`src/rtl/multi_cycle_ctrl.sv`:
```
// Multi-cycle MIPS control FSM.
// Sequences FETCH/DECODE/EXEC/MEM/WB, stalls on the memory ready handshake and
// counts mult/divu latency in MDWAIT. Datapath controls are combinational decodes
// of the current state, the IR fields and the zero/mem_ready flags.
module multi_cycle_ctrl #(
  parameter int unsigned MULT_LAT = 5,
  parameter int unsigned DIV_LAT  = 10,
  parameter int unsigned CNT_W    = 4
) (
  input  logic       clk,
  input  logic       reset,
  input  logic [5:0] opcode,
  input  logic [5:0] funct,
  input  logic       zero,
  input  logic       mem_ready,
  output logic       mem_read,
  output logic       mem_write,
  output logic       ir_write,
  output logic       pc_write,
  output logic       jsrc,
  output logic       jadr,
  output logic       reg_write,
  output logic [1:0] regdst,
  output logic [1:0] memtoreg,
  output logic       hilo_sel,
  output logic       alusrc,
  output logic [1:0] aluop,
  output logic [1:0] extop,
  output logic       md_start,
  output logic       md_op,
  output logic       md_busy,
  output logic       retire,
  output logic [2:0] state
);

  typedef enum logic [2:0] {
    StFetch  = 3'd0,
    StDecode = 3'd1,
    StExec   = 3'd2,
    StMem    = 3'd3,
    StWb     = 3'd4,
    StMdWait = 3'd5
  } state_e;

  localparam logic [5:0] OpRtype = 6'h00;
  localparam logic [5:0] OpJal   = 6'h03;
  localparam logic [5:0] OpBeq   = 6'h04;
  localparam logic [5:0] OpOri   = 6'h0d;
  localparam logic [5:0] OpLui   = 6'h0f;
  localparam logic [5:0] OpLw    = 6'h23;
  localparam logic [5:0] OpSw    = 6'h2b;

  localparam logic [5:0] FnJr    = 6'h08;
  localparam logic [5:0] FnMfhi  = 6'h10;
  localparam logic [5:0] FnMflo  = 6'h12;
  localparam logic [5:0] FnMult  = 6'h18;
  localparam logic [5:0] FnDivu  = 6'h1b;
  localparam logic [5:0] FnAddu  = 6'h21;
  localparam logic [5:0] FnSubu  = 6'h23;

  // Counter preload: MDWAIT lasts LAT cycles, the last one being cnt==0.
  localparam logic [CNT_W-1:0] MultCnt = CNT_W'(MULT_LAT - 1);
  localparam logic [CNT_W-1:0] DivCnt  = CNT_W'(DIV_LAT - 1);

  state_e             state_q;
  logic [CNT_W-1:0]   cnt_q;

  logic is_rtype, is_addu, is_subu, is_jr, is_mfhi, is_mflo, is_mult, is_divu;
  logic is_ori, is_lui, is_lw, is_sw, is_beq, is_jal, is_md, is_known;

  // Instruction class decode from the IR fields
  always_comb begin
    is_rtype = (opcode == OpRtype);
    is_addu  = is_rtype && (funct == FnAddu);
    is_subu  = is_rtype && (funct == FnSubu);
    is_jr    = is_rtype && (funct == FnJr);
    is_mfhi  = is_rtype && (funct == FnMfhi);
    is_mflo  = is_rtype && (funct == FnMflo);
    is_mult  = is_rtype && (funct == FnMult);
    is_divu  = is_rtype && (funct == FnDivu);
    is_ori   = (opcode == OpOri);
    is_lui   = (opcode == OpLui);
    is_lw    = (opcode == OpLw);
    is_sw    = (opcode == OpSw);
    is_beq   = (opcode == OpBeq);
    is_jal   = (opcode == OpJal);
    is_md    = is_mult || is_divu;
    // nop and anything undefined fall outside this set and retire in DECODE
    is_known = is_addu || is_subu || is_jr || is_mfhi || is_mflo || is_md ||
               is_ori || is_lui || is_lw || is_sw || is_beq || is_jal;
  end

  // State sequencing and latency counter
  always_ff @(posedge clk) begin
    if (!reset) begin
      state_q <= StFetch;
      cnt_q   <= '0;
    end else begin
      case (state_q)
        StFetch: begin
          if (mem_ready) state_q <= StDecode;
        end
        StDecode: begin
          if (is_jal || is_jr || !is_known) state_q <= StFetch;
          else if (is_mfhi || is_mflo)      state_q <= StWb;
          else                              state_q <= StExec;
        end
        StExec: begin
          if (is_lw || is_sw) begin
            state_q <= StMem;
          end else if (is_beq) begin
            state_q <= StFetch;
          end else if (is_md) begin
            cnt_q   <= is_divu ? DivCnt : MultCnt;
            state_q <= StMdWait;
          end else begin
            state_q <= StWb;
          end
        end
        StMem: begin
          if (mem_ready) state_q <= is_lw ? StWb : StFetch;
        end
        StWb: begin
          state_q <= StFetch;
        end
        StMdWait: begin
          if (cnt_q == '0) state_q <= StFetch;
          else             cnt_q   <= cnt_q - 1'b1;
        end
        default: begin
          state_q <= StFetch;
        end
      endcase
    end
  end

  // Datapath control decode; strobes are squashed while reset is asserted
  always_comb begin
    mem_read  = 1'b0;
    mem_write = 1'b0;
    ir_write  = 1'b0;
    pc_write  = 1'b0;
    jsrc      = 1'b0;
    jadr      = 1'b0;
    reg_write = 1'b0;
    regdst    = 2'd0;
    memtoreg  = 2'd0;
    hilo_sel  = 1'b0;
    alusrc    = 1'b0;
    aluop     = 2'd0;
    extop     = 2'd0;
    md_start  = 1'b0;
    md_op     = 1'b0;
    md_busy   = 1'b0;
    retire    = 1'b0;

    case (state_q)
      StFetch: begin
        mem_read = 1'b1;
        if (mem_ready) begin
          ir_write = 1'b1;
          pc_write = 1'b1;
        end
      end
      StDecode: begin
        if (is_jal) begin
          pc_write  = 1'b1;
          jsrc      = 1'b1;
          regdst    = 2'd2;
          memtoreg  = 2'd2;
          reg_write = 1'b1;
          retire    = 1'b1;
        end else if (is_jr) begin
          pc_write = 1'b1;
          jsrc     = 1'b1;
          jadr     = 1'b1;
          retire   = 1'b1;
        end else if (!is_known) begin
          retire = 1'b1;
        end
      end
      StExec: begin
        if (is_subu) begin
          aluop = 2'd1;
        end else if (is_ori) begin
          alusrc = 1'b1;
          aluop  = 2'd2;
        end else if (is_lui) begin
          // rs is $0 for lui, so add passes the shifted immediate through
          alusrc = 1'b1;
          extop  = 2'd2;
        end else if (is_lw || is_sw) begin
          alusrc = 1'b1;
          extop  = 2'd1;
        end else if (is_beq) begin
          aluop    = 2'd1;
          extop    = 2'd1;
          pc_write = zero;
          retire   = 1'b1;
        end else if (is_md) begin
          md_start = 1'b1;
          md_op    = is_divu;
        end
      end
      StMem: begin
        if (is_lw) begin
          mem_read = 1'b1;
        end else if (is_sw) begin
          mem_write = 1'b1;
          retire    = mem_ready;
        end
      end
      StWb: begin
        reg_write = 1'b1;
        retire    = 1'b1;
        if (is_lw) begin
          memtoreg = 2'd1;
        end else if (is_mfhi || is_mflo) begin
          regdst   = 2'd1;
          memtoreg = 2'd3;
          hilo_sel = is_mfhi;
        end else if (is_addu || is_subu) begin
          regdst = 2'd1;
        end
      end
      StMdWait: begin
        md_busy = 1'b1;
        retire  = (cnt_q == '0);
      end
      default: begin
      end
    endcase

    if (!reset) begin
      mem_read  = 1'b0;
      mem_write = 1'b0;
      ir_write  = 1'b0;
      pc_write  = 1'b0;
      reg_write = 1'b0;
      md_start  = 1'b0;
      retire    = 1'b0;
    end
  end

  assign state = state_q;

endmodule

```
`config.mk`:
```
export PLATFORM = sky130hd
export DESIGN_NAME = multi_cycle_ctrl
export DESIGN_NICKNAME = d
export VERILOG_FILES = /design/src/rtl/multi_cycle_ctrl.sv
export SDC_FILE = /design/constraint.sdc
export NUM_CORES = 1
export LEC_CHECK = 0
export ABC_AREA = 1
export CAP_MARGIN = 20
export CORE_MARGIN = 1.5
export CORE_UTILIZATION = 45
export DETAILED_ROUTE_END_ITERATION = 8
export HOLD_SLACK_MARGIN = 0.15
export PLACE_DENSITY = 0.87
export SLEW_MARGIN = 25
export SYNTH_ARGS = -nofsm -noshare
export SYNTH_HDL_FRONTEND = slang
export SYNTH_SLANG_ARGS = --single-unit
```
`constraint.sdc`:
```
create_clock -name clk -period 4 [get_ports clk]
set_clock_uncertainty 0.15 [all_clocks]
set_input_delay 0.8 -clock clk [delete_from_list [all_inputs] [get_ports clk]]
set_output_delay 0.8 -clock clk [all_outputs]
set_load 0.1 [all_outputs]
```
* After elaboration in Yosys (flattened, before gate mapping)
Cells that the tools add are included.
** Cells by class
- $add $sub $neg :: 1
- Eq/ne operators :: 25
- Muxes and demuxes :: 96
- Reductions and logical operators :: 30
** Operators with widths (number)
- two-way mux 1 bit :: 65
- equality test 6 x 5 -> 1 bit (second input constant) :: 4
- equality test 6 bit (second input constant) :: 4
- two-way mux 3 bit :: 8
- two-way mux 2 bit :: 10
- two-way mux 4 bit :: 5
- equality test 6 x 4 -> 1 bit (second input constant) :: 3
- logical OR 1 bit :: 16
- case mux 3 bit (5 select lines) :: 1
- != test 2 bit (second input constant) :: 7
- case mux 2 bit (2 select lines) :: 2
- case mux 4 bit (2 select lines) :: 1
- logical AND 1 bit :: 7
- equality test 3 x 2 -> 1 bit (second input constant) :: 2
- equality test 3 bit (second input constant) :: 2
- equality test 6 x 2 -> 1 bit (second input constant) :: 1
- equality test 6 x 3 -> 1 bit (second input constant) :: 1
- zero test 6 bit :: 1
- case mux 1 bit (5 select lines) :: 1
- AND reduction 5 bit :: 1
- zero test 4 bit :: 1
- case mux 1 bit (2 select lines) :: 2
- subtractor 4 x 1 -> 4 bit (second input constant) :: 1
- equality test 3 x 1 -> 1 bit (second input constant) :: 1
- 5 further kinds :: 5
** Word-level totals
- Register bits after elaboration :: 7
- Input port bits :: 16
- Word-level logic and storage cells :: 154

* Logic depth before layout (Yosys ltp)
Gate-level depths: netlist of the first run.
- Depth after elaboration :: 18
- Gate-level depth with buffers :: 12
- Mapped depth without buffers :: 12

* Worst setup path before layout of the first run
Ideal clock, no wire load.
- Path type :: register -> output
- From :: register state_q[1], in the netlist state[1]
- To :: output port md_start
- Data arrival time :: 4467 ps
- Required time :: 3050 ps
- Path slack :: -1417 ps
- Stages on the path, launching flop included :: 5
- Cells stage by stage :: dfxtp_1 inv_1 nor3_4 nand2_2 nor4_1
** Between the ends
- Cells in the longest elaborated chain, start to end :: 3
** RTL lines
- start: declaration :: line 65 : state_e state_q;
- start signal: assignment :: line 96 : state_q <= StFetch;
- start signal: assignment :: line 101 : if (mem_ready) state_q <= StDecode;
- start signal: assignment :: line 104 : if (is_jal || is_jr || !is_known) state_q <= StFetch;
- equality test 3 x 2 -> 1 bit :: line 157 : case (state_q)
- two-way mux 1 bit :: line 157
- two-way mux 1 bit :: line 234 : if (!reset) begin
- end: declaration :: line 29 : output logic md_start,
Every way passes these cells.

* Worst setup path after layout of the first run
- From :: input port opcode[3]
- To :: output port pc_write
** Between the ends
- Cells in the longest elaborated chain, start to end :: 8
- Elaborated cells between the ends (all ways) :: 19
- Those cells by class :: eq/ne: 6; mux: 9; reduce/logical: 4
** RTL lines
- start: declaration :: line 12 : input logic [5:0] opcode,
- equality test 6 x 3 -> 1 bit (tied with other cells) :: line 85 : is_beq = (opcode == OpBeq);
- two-way mux 1 bit or logical OR 1 bit (tied branches) :: line 195, 192
- two-way mux 1 bit :: line 192 : end else if (is_lw || is_sw) begin
- two-way mux 1 bit :: line 188 : end else if (is_lui) begin
- two-way mux 1 bit :: line 185 : end else if (is_ori) begin
- two-way mux 1 bit :: line 183 : if (is_subu) begin
- case mux 1 bit (3 select lines) (*) :: line 157
- two-way mux 1 bit (*) :: line 234
- end: declaration :: line 19 : output logic pc_write,
Mark *: on every way between the ends. The rest lies on a longest branch, timed or not.

==> qor.csv, run 1 <==
stage;metric;value;unit
run_status;status;finished, final reports clean;
power_and_ir_drop;static-leakage-power;0.695;nW
yosys;seq_area_frac_synth;15.2;%
power_and_ir_drop;peakVddDrop;0.212;mV
worst_setup_path;crit_path_max_fanout;5;
grt;grt_pass1_vias;1054;
timing;fmax;288;MHz
detailed_routing;post_drt_wl_per_cell;11.4;um
yosys;synth_cell_type_count;25;
floorplanning;core_area;1940;um^2
floorplanning;start_util;47.4;%
power_and_ir_drop;p_sw;96.5;uW
detailed_routing;route.detailed.drc;0;
layout;synthToLayoutAreaGrowth;67.7;%
clocking;clockRootBuffer;clkbuf_4;
clocking;h-tree-depth;1;
clocking;post_cts_buffers;0;
hold_path;hold_path.class;flop to flop;
job;drv_cap;0;
grt;grt_pass1_wl;4.30;mm
floorplanning;die_h;48.2;um
detailed_routing;drtAntennaViolNets;0;
placed_design;port-buffer-count;39;
power_and_ir_drop;seqPwrFrac;30.9;%
clocking;cts-resized-gates;0;
placed_design;dp.cells;235;
worst_setup_path;required;3050;ps
timing;final.period_utilization;86.7;%
timing;fin_crit;3470;ps
placed_design;gp_congestion;0.922;
layout;postLayoutCoreUtil;79.5;%
grt;grt_max_degree;10;
yosys;synth.yosys.warnings;0;
grt;overflow;0;
clocking;cts.path.max_buffers;2;
timing;tightest_slew;970;ps
layout;stdcell_count;239;
worst_setup_path;crit_path_end_kind;output pin;
clocking;cts_buffers;3;
power_and_ir_drop;switching_share;39.9;%
yosys;synth_seq_cells;7;
power_and_ir_drop;power_density;157;nW/um^2
floorplanning;row_count;16;
detailed_routing;drt-vias-per-instance;5.09;
floorplanning;die_x;48.2;um
grt;antenna_found_initial;0;
clocking;cts_sinks;7;
clocking;postCtsHoldBufs;0;
detailed_routing;vias;1217;
timing;grt_setup_unrepaired;no;
timing;setup_viol;0;
timing;max_slew_margin;35.1;%
detailed_routing;drtPass1Iterations;4;
power_and_ir_drop;combPwrFrac;43.4;%
timing;finalHoldViolations;0;
placed_design;dpl.hpwl;2.30;mm
worst_setup_path;critPathArrivalTime;2520;ps
layout;layout-drive-gt1-share;25.0;%
grt;track_usage;25.7;%
yosys;netlist.area_leader.share;15.2;%
yosys;syn_area;921;um^2
clocking;clk_pin_slew;50;ps
yosys;syn_inst;169;
worst_setup_path;start_kind;input pin;
power_and_ir_drop;p_int;146;uW
detailed_routing;routed_wirelength;2.71;mm
detailed_routing;drt-initial-drc-count;38;
yosys;avgSynthCellArea;5.45;um^2
yosys;yosys.area.top_type;dfxtp_1;
layout;diodes;0;
worst_setup_path;critical_path_class;input pin to output pin;
timing;slew_violations;0;
yosys;syn-num-nets;187;
floorplanning;die_area;2330;um^2
floorplanning;num_io_pins;40;
clocking;insertion_delay;250;ps
power_and_ir_drop;clkPwrFrac;25.8;%
yosys;synth_area_leaders;dfxtp_1, nand2_1, inv_1, nor2_1, nand3_1;
clocking;cts_tree;done;
layout;nets;231;
[worst paths after layout]
check / startpoint / endpoint / slack [ps] / depth (start not counted)
worst max-delay path: opcode[3] / pc_write / 530 / 11
worst max register to register: state[0] / cnt_q[0] / 2450 / 7
worst min register to register: cnt_q[2] / cnt_q[2] / 380 / 2
worst min-delay path: cnt_q[2] / cnt_q[2] / 380 / 2
[stage by stage]
step | hold WS, ps | instance area [um^2] | worst slack, ps | TNS [ps] | power (mW)
finish | 384 | 1540 | 532 | 0 | 0.242
global route | 404 | 1540 | 413 | 0 | 0.257
CTS | 385 | 1540 | 533 | 0 | 0.244
detailed placement | 378 | 1520 | 547 | 0 | 0.181
global placement | 353 | 1520 | 591 | 0 | 0.178
floorplan | 330 | 971 | -263 | -263 | 0.139
[area by class of cell]
class	count	area [um^2]
flip-flops and latches	7	140
multi-input cells	126	696
fillers	154	398
well taps	27	33.8
inverters	36	135
clock buffers	4	26.3
repair buffers	39	513
[layer usage]
layer / track usage, % / wire length [um] / part of all wire (%)
met2: 41.3 / 1320 / 49
met1: 33.9 / 1140 / 42
met4: 3.24 / 23 / 0.85
met3: 9.26 / 229 / 8.4
met5: 0 / 0 / 0
[power by group through the flow]
| stage | sequential, mW | clock (mW) | combinational [mW] |
|---|---|---|---|
| finish | 0.0748 | 0.0624 | 0.105 |
| global route | 0.0750 | 0.0693 | 0.112 |
| CTS | 0.0748 | 0.0651 | 0.105 |
| detailed placement | 0.0762 | 0 | 0.104 |
| global placement | 0.0760 | 0 | 0.102 |
| floorplan | 0.0852 | 0 | 0.0542 |
[flip-flops by register name (all words and copies together), names as in the netlist]
name and count:
cnt_q 4, state 3
[worst max-delay path: stages]
cell	delay [ps]
clkdlybuf4s50_1	510
nor2_2	180
nand2_2	90
nor2_4	150
nand4_1	150
nor2_4	140
nor2_1	70
nand3_1	70
nand2_1	50
inv_1	110
buf_12	180
[cells in the mapped netlist]
| cell type | number |
|---|---|
| o211ai_1 | 2 |
| nor3_1 | 4 |
| nand4_1 | 2 |
| nand2_2 | 5 |
| nor2_1 | 26 |
| nor2_4 | 2 |
| nor4_1 | 1 |
| nand2_1 | 35 |
| nand3b_1 | 1 |
| xor2_1 | 1 |
| nor3_4 | 1 |
| o21ai_0 | 6 |
| nand2_4 | 1 |
| o21ai_1 | 1 |
| inv_2 | 2 |
| inv_1 | 33 |
| dfxtp_1 | 7 |
| nand3_1 | 14 |
| ha_1 | 2 |
| nor2_2 | 6 |
| or2_2 | 1 |
| a31oi_1 | 1 |
| nand3_2 | 3 |
| a21oi_1 | 11 |
| clkinv_1 | 1 |
[layout by cell type (no fill, tap or decap), types with 6 or more instances in the layout]
cell type         n
a21oi_1           6
buf_12           14
buf_4             7
clkdlybuf4s50_1  18
dfxtp_1           7
inv_1            33
nand2_1          35
nand3_1          14
nor2_1           25
o21ai_0           6
[cells by family after synthesis]
kind of cell	count (synthesis)	share of synthesized area (%)
adders and majority gates	2	2.72
buffers and inverters	36	14.7
DFF	7	15.2
AOI/OAI and AO/OA	21	12.1
xor gates and xnor gates	1	0.951
and+or+nand+nor	102	54.3
No activity file was read; power rests on OpenSTA's default activity.
==> run 2: changes to the inputs <==
--- a/config.mk
+++ b/config.mk
@@ -8,10 +8,10 @@
 export ABC_AREA = 1
 export CAP_MARGIN = 20
 export CORE_MARGIN = 1.5
-export CORE_UTILIZATION = 45
+export CORE_UTILIZATION = 42
 export DETAILED_ROUTE_END_ITERATION = 8
 export HOLD_SLACK_MARGIN = 0.15
-export PLACE_DENSITY = 0.87
+export PLACE_DENSITY = 0.82
 export SLEW_MARGIN = 25
 export SYNTH_ARGS = -nofsm -noshare
 export SYNTH_HDL_FRONTEND = slang
==> constraint.sdc (replaced) <==
create_clock -name clk -period 3.3 [get_ports clk]
set_clock_uncertainty 0.15 [all_clocks]
set_input_delay 0.66 -clock clk [delete_from_list [all_inputs] [get_ports clk]]
set_output_delay 0.66 -clock clk [all_outputs]
set_load 0.1 [all_outputs]
==> qor.csv, run 2 (same netlist as run 1, synthesis figures left out) <==
stage;metric;value;unit;change
layout;largest-register;cnt_q;;
clocking;h-tree-depth;1;;unchanged
detailed_routing;drtAntennaViolNets;0;;unchanged
power_and_ir_drop;total_power;303;uW;+25%
grt;grt_util_met2;51.3;%;+10 points
power_and_ir_drop;static-leakage-power;0.775;nW;+11%
detailed_routing;drt-vias-per-instance;5.25;;+3.2%
placed_design;dpl.hpwl;2.70;mm;+17%
grt;track_usage;26.3;%;+0.58 points
layout;nets;233;;+0.87%
detailed_routing;drtPass1Iterations;4;;unchanged
floorplanning;row_count;16;;unchanged
power_and_ir_drop;switching_share;40.5;%;+0.61 points
worst_setup_path;r2r.worst_path.cells;7;;unchanged
clocking;postCtsHoldBufs;0;;unchanged
timing;slew_violations;0;;unchanged
clocking;cts.path.max_buffers;2;;unchanged
placed_design;dpl_cell_area;1630;um^2;+7.2%
worst_setup_path;required;2490;ps;-560 ps
detailed_routing;vias;1266;;+4.0%
floorplanning;die_area;2480;um^2;+6.7%
worst_setup_path;start_kind;input pin;;
detailed_routing;routed_wirelength;3.20;mm;+18%
worst_setup_path;max_stage_delay;520;ps;about the same
layout;postLayoutCoreUtil;83.1;%;+3.6 points
power_and_ir_drop;power_density;180;nW/um^2;+15%
layout;layout-drive-gt1-share;31.3;%;+6.3 points
floorplanning;num_io_pins;40;;unchanged
detailed_routing;drt-initial-drc-count;47;;+24%
grt;antenna_found_initial;0;;unchanged
worst_setup_path;crit_path_end_kind;output pin;;
floorplanning;die_h;49.8;um;+3.3%
layout;fillerInstances;136;;-12%
clocking;clockRootBuffer;clkbuf_4;;
worst_setup_path;crit_path_max_fanout;4;;-1
timing;setup_viol;0;;unchanged
power_and_ir_drop;p_sw;122;uW;+27%
hold_path;hold_start;cnt_q[2];;
hold_path;min_path_cells;2;;unchanged
clocking;clk_pin_slew;50;ps;about the same
timing;max_slew_margin;74.8;%;+40 points
floorplanning;core_area;2020;um^2;+4.1%
placed_design;place_ws;48.6;ps;-499 ps
timing;setup_ws;102;ps;-431 ps
placed_design;port-buffer-count;39;;unchanged
layout;diodes;0;;unchanged
detailed_routing;route.detailed.drc;0;;unchanged
placed_design;gp_congestion;0.923;;+0.18%
grt;overflow;0;;unchanged
timing;final.period_utilization;96.9;%;
layout;largest_reg_flops;4;;unchanged
detailed_routing;post_drt_wl_per_cell;13.3;um;+17%
clocking;cts_tree;done;;
worst_setup_path;cp_top_family;buffers and inverters;;
timing;fin_hold_ws;374;ps;-9.88 ps
grt;use_met1;28.0;%;-5.9 points
worst_setup_path;critical_path_class;input pin to output pin;;
clocking;insertion_delay;250;ps;about the same
grt;grt_pass1_wl;5.07;mm;+18%
timing;tightest_slew;376;ps;-594 ps
timing;tns;0;ps;unchanged
power_and_ir_drop;combPwrFrac;45.0;%;+1.6 points
layout;final_common_cell;nand2_1;;
layout;synthToLayoutAreaGrowth;82.5;%;
timing;fin_crit;3200;ps;
timing;finalHoldViolations;0;;unchanged
grt;busiest_layer;met2;;
layout;final_cell_area;1680;um^2;+8.8%
worst_setup_path;reg2reg_to;cnt_q[3];;
power_and_ir_drop;peakVddDrop;0.310;mV;+46%
placed_design;dp.cells;236;;+0.43%
worst_setup_path;r2r_start;state[1];;
power_and_ir_drop;p_int;180;uW;+24%
power_and_ir_drop;seqPwrFrac;30.1;%;-0.8 points
timing;fmax;313;MHz;
run_status;status;finished, final reports clean;;
clocking;cts_buffers;3;;unchanged
floorplanning;die_x;49.8;um;+3.3%
worst_setup_path;cp_cell_sequence;clkdlybuf4s50_1 -> nor2_2 -> inv_1 -> nor2_4 -> buf_4 -> nand2_2 -> nand2_1 -> nor2_1 -> nand3b_1 -> a21oi_4 -> buf_12;;
worst_setup_path;cp_slowest_cell;clkdlybuf4s50_1;;
hold_path;min_to;cnt_q[2];;
worst_setup_path;critPathArrivalTime;2390;ps;-130 ps
clocking;cts_sinks;7;;unchanged
grt;grt_pass1_vias;1208;;+15%
worst_setup_path;reg2reg_slack;1690;ps;-760 ps
power_and_ir_drop;clkPwrFrac;24.9;%;-0.9 points
grt;grt_max_degree;10;;unchanged
worst_setup_path;path_buf_inv;4;;+1
layout;layout_common_cells;nand2_1, inv_1, nor2_1, buf_12, nand3_1;;
job;drv_cap;0;;unchanged
hold_path;hold_path.class;flop to flop;;
grt;use_met3;3.03;%;-6.2 points
layout;stdcell_count;241;;+0.84%
floorplanning;start_util;45.5;%;-1.9 points
## run 2: cell types whose count changed in the layout (fill, tap and decap cells not counted), moves of 2 or more
cell,previous run,this run
dfxtp_1,7,5
clkdlybuf4s50_1,18,10
dfxtp_2,0,2
nor2_2,5,10
nand2_1,35,33
dlymetal6s2s_1,0,5
a21oi_2,4,2
nor2_1,25,20
buf_12,14,20
## run 2: how the worst max path moves through the flow
| stage | start | end | slack (ps) | cells after the start |
|---|---|---|---|---|
| finish | opcode[0] | retire | 100 | 11 |
| global route | funct[0] | pc_write | -50 | 13 |
| CTS | opcode[4] | pc_write | 40 | 12 |
| detailed placement | opcode[4] | pc_write | 50 | 12 |
| global placement | opcode[3] | pc_write | 190 | 12 |
| floorplan | state[1] | aluop[0] | -580 | 4 |
## run 2: cell type report
class | instances | area [um^2] | share of cell area [%]
inverters | 36 | 139 | 8.27
multi-input cells | 126 | 731 | 43.5
flip-flops and latches | 7 | 143 | 8.49
repair buffers | 41 | 608 | 36.2
well taps | 27 | 33.8 | 2.01
clock buffers | 4 | 26.3 | 1.56
## run 2: power groups by stage
stage | registers (mW) | logic (mW) | clock network (mW)
after floorplan | 0.104 | 0.0690 | 0
after global placement | 0.0926 | 0.131 | 0
after detailed placement | 0.0927 | 0.135 | 0
after CTS | 0.0910 | 0.135 | 0.0807
after global routing | 0.0911 | 0.144 | 0.0835
final | 0.0910 | 0.136 | 0.0755
## run 2: what timing repair did
item	CTS	global route
buffers inserted	0	1
gates resized for setup	0	7
setup endpoints to repair	0	1
hold endpoints to repair	0	0
## run 2: worst min-delay path: stages (launching register included)
cell,delay (ps)
dfxtp_1,340
nand2_1,80
a21oi_1,60
## run 2: layer usage
layer | share of wire (%) | up-vias
li1 | - | 620
met1 | 37 | 570
met2 | 56 | 69
met3 | 5.6 | 7
met4 | 1.6 | 0
met5 | 0 | -
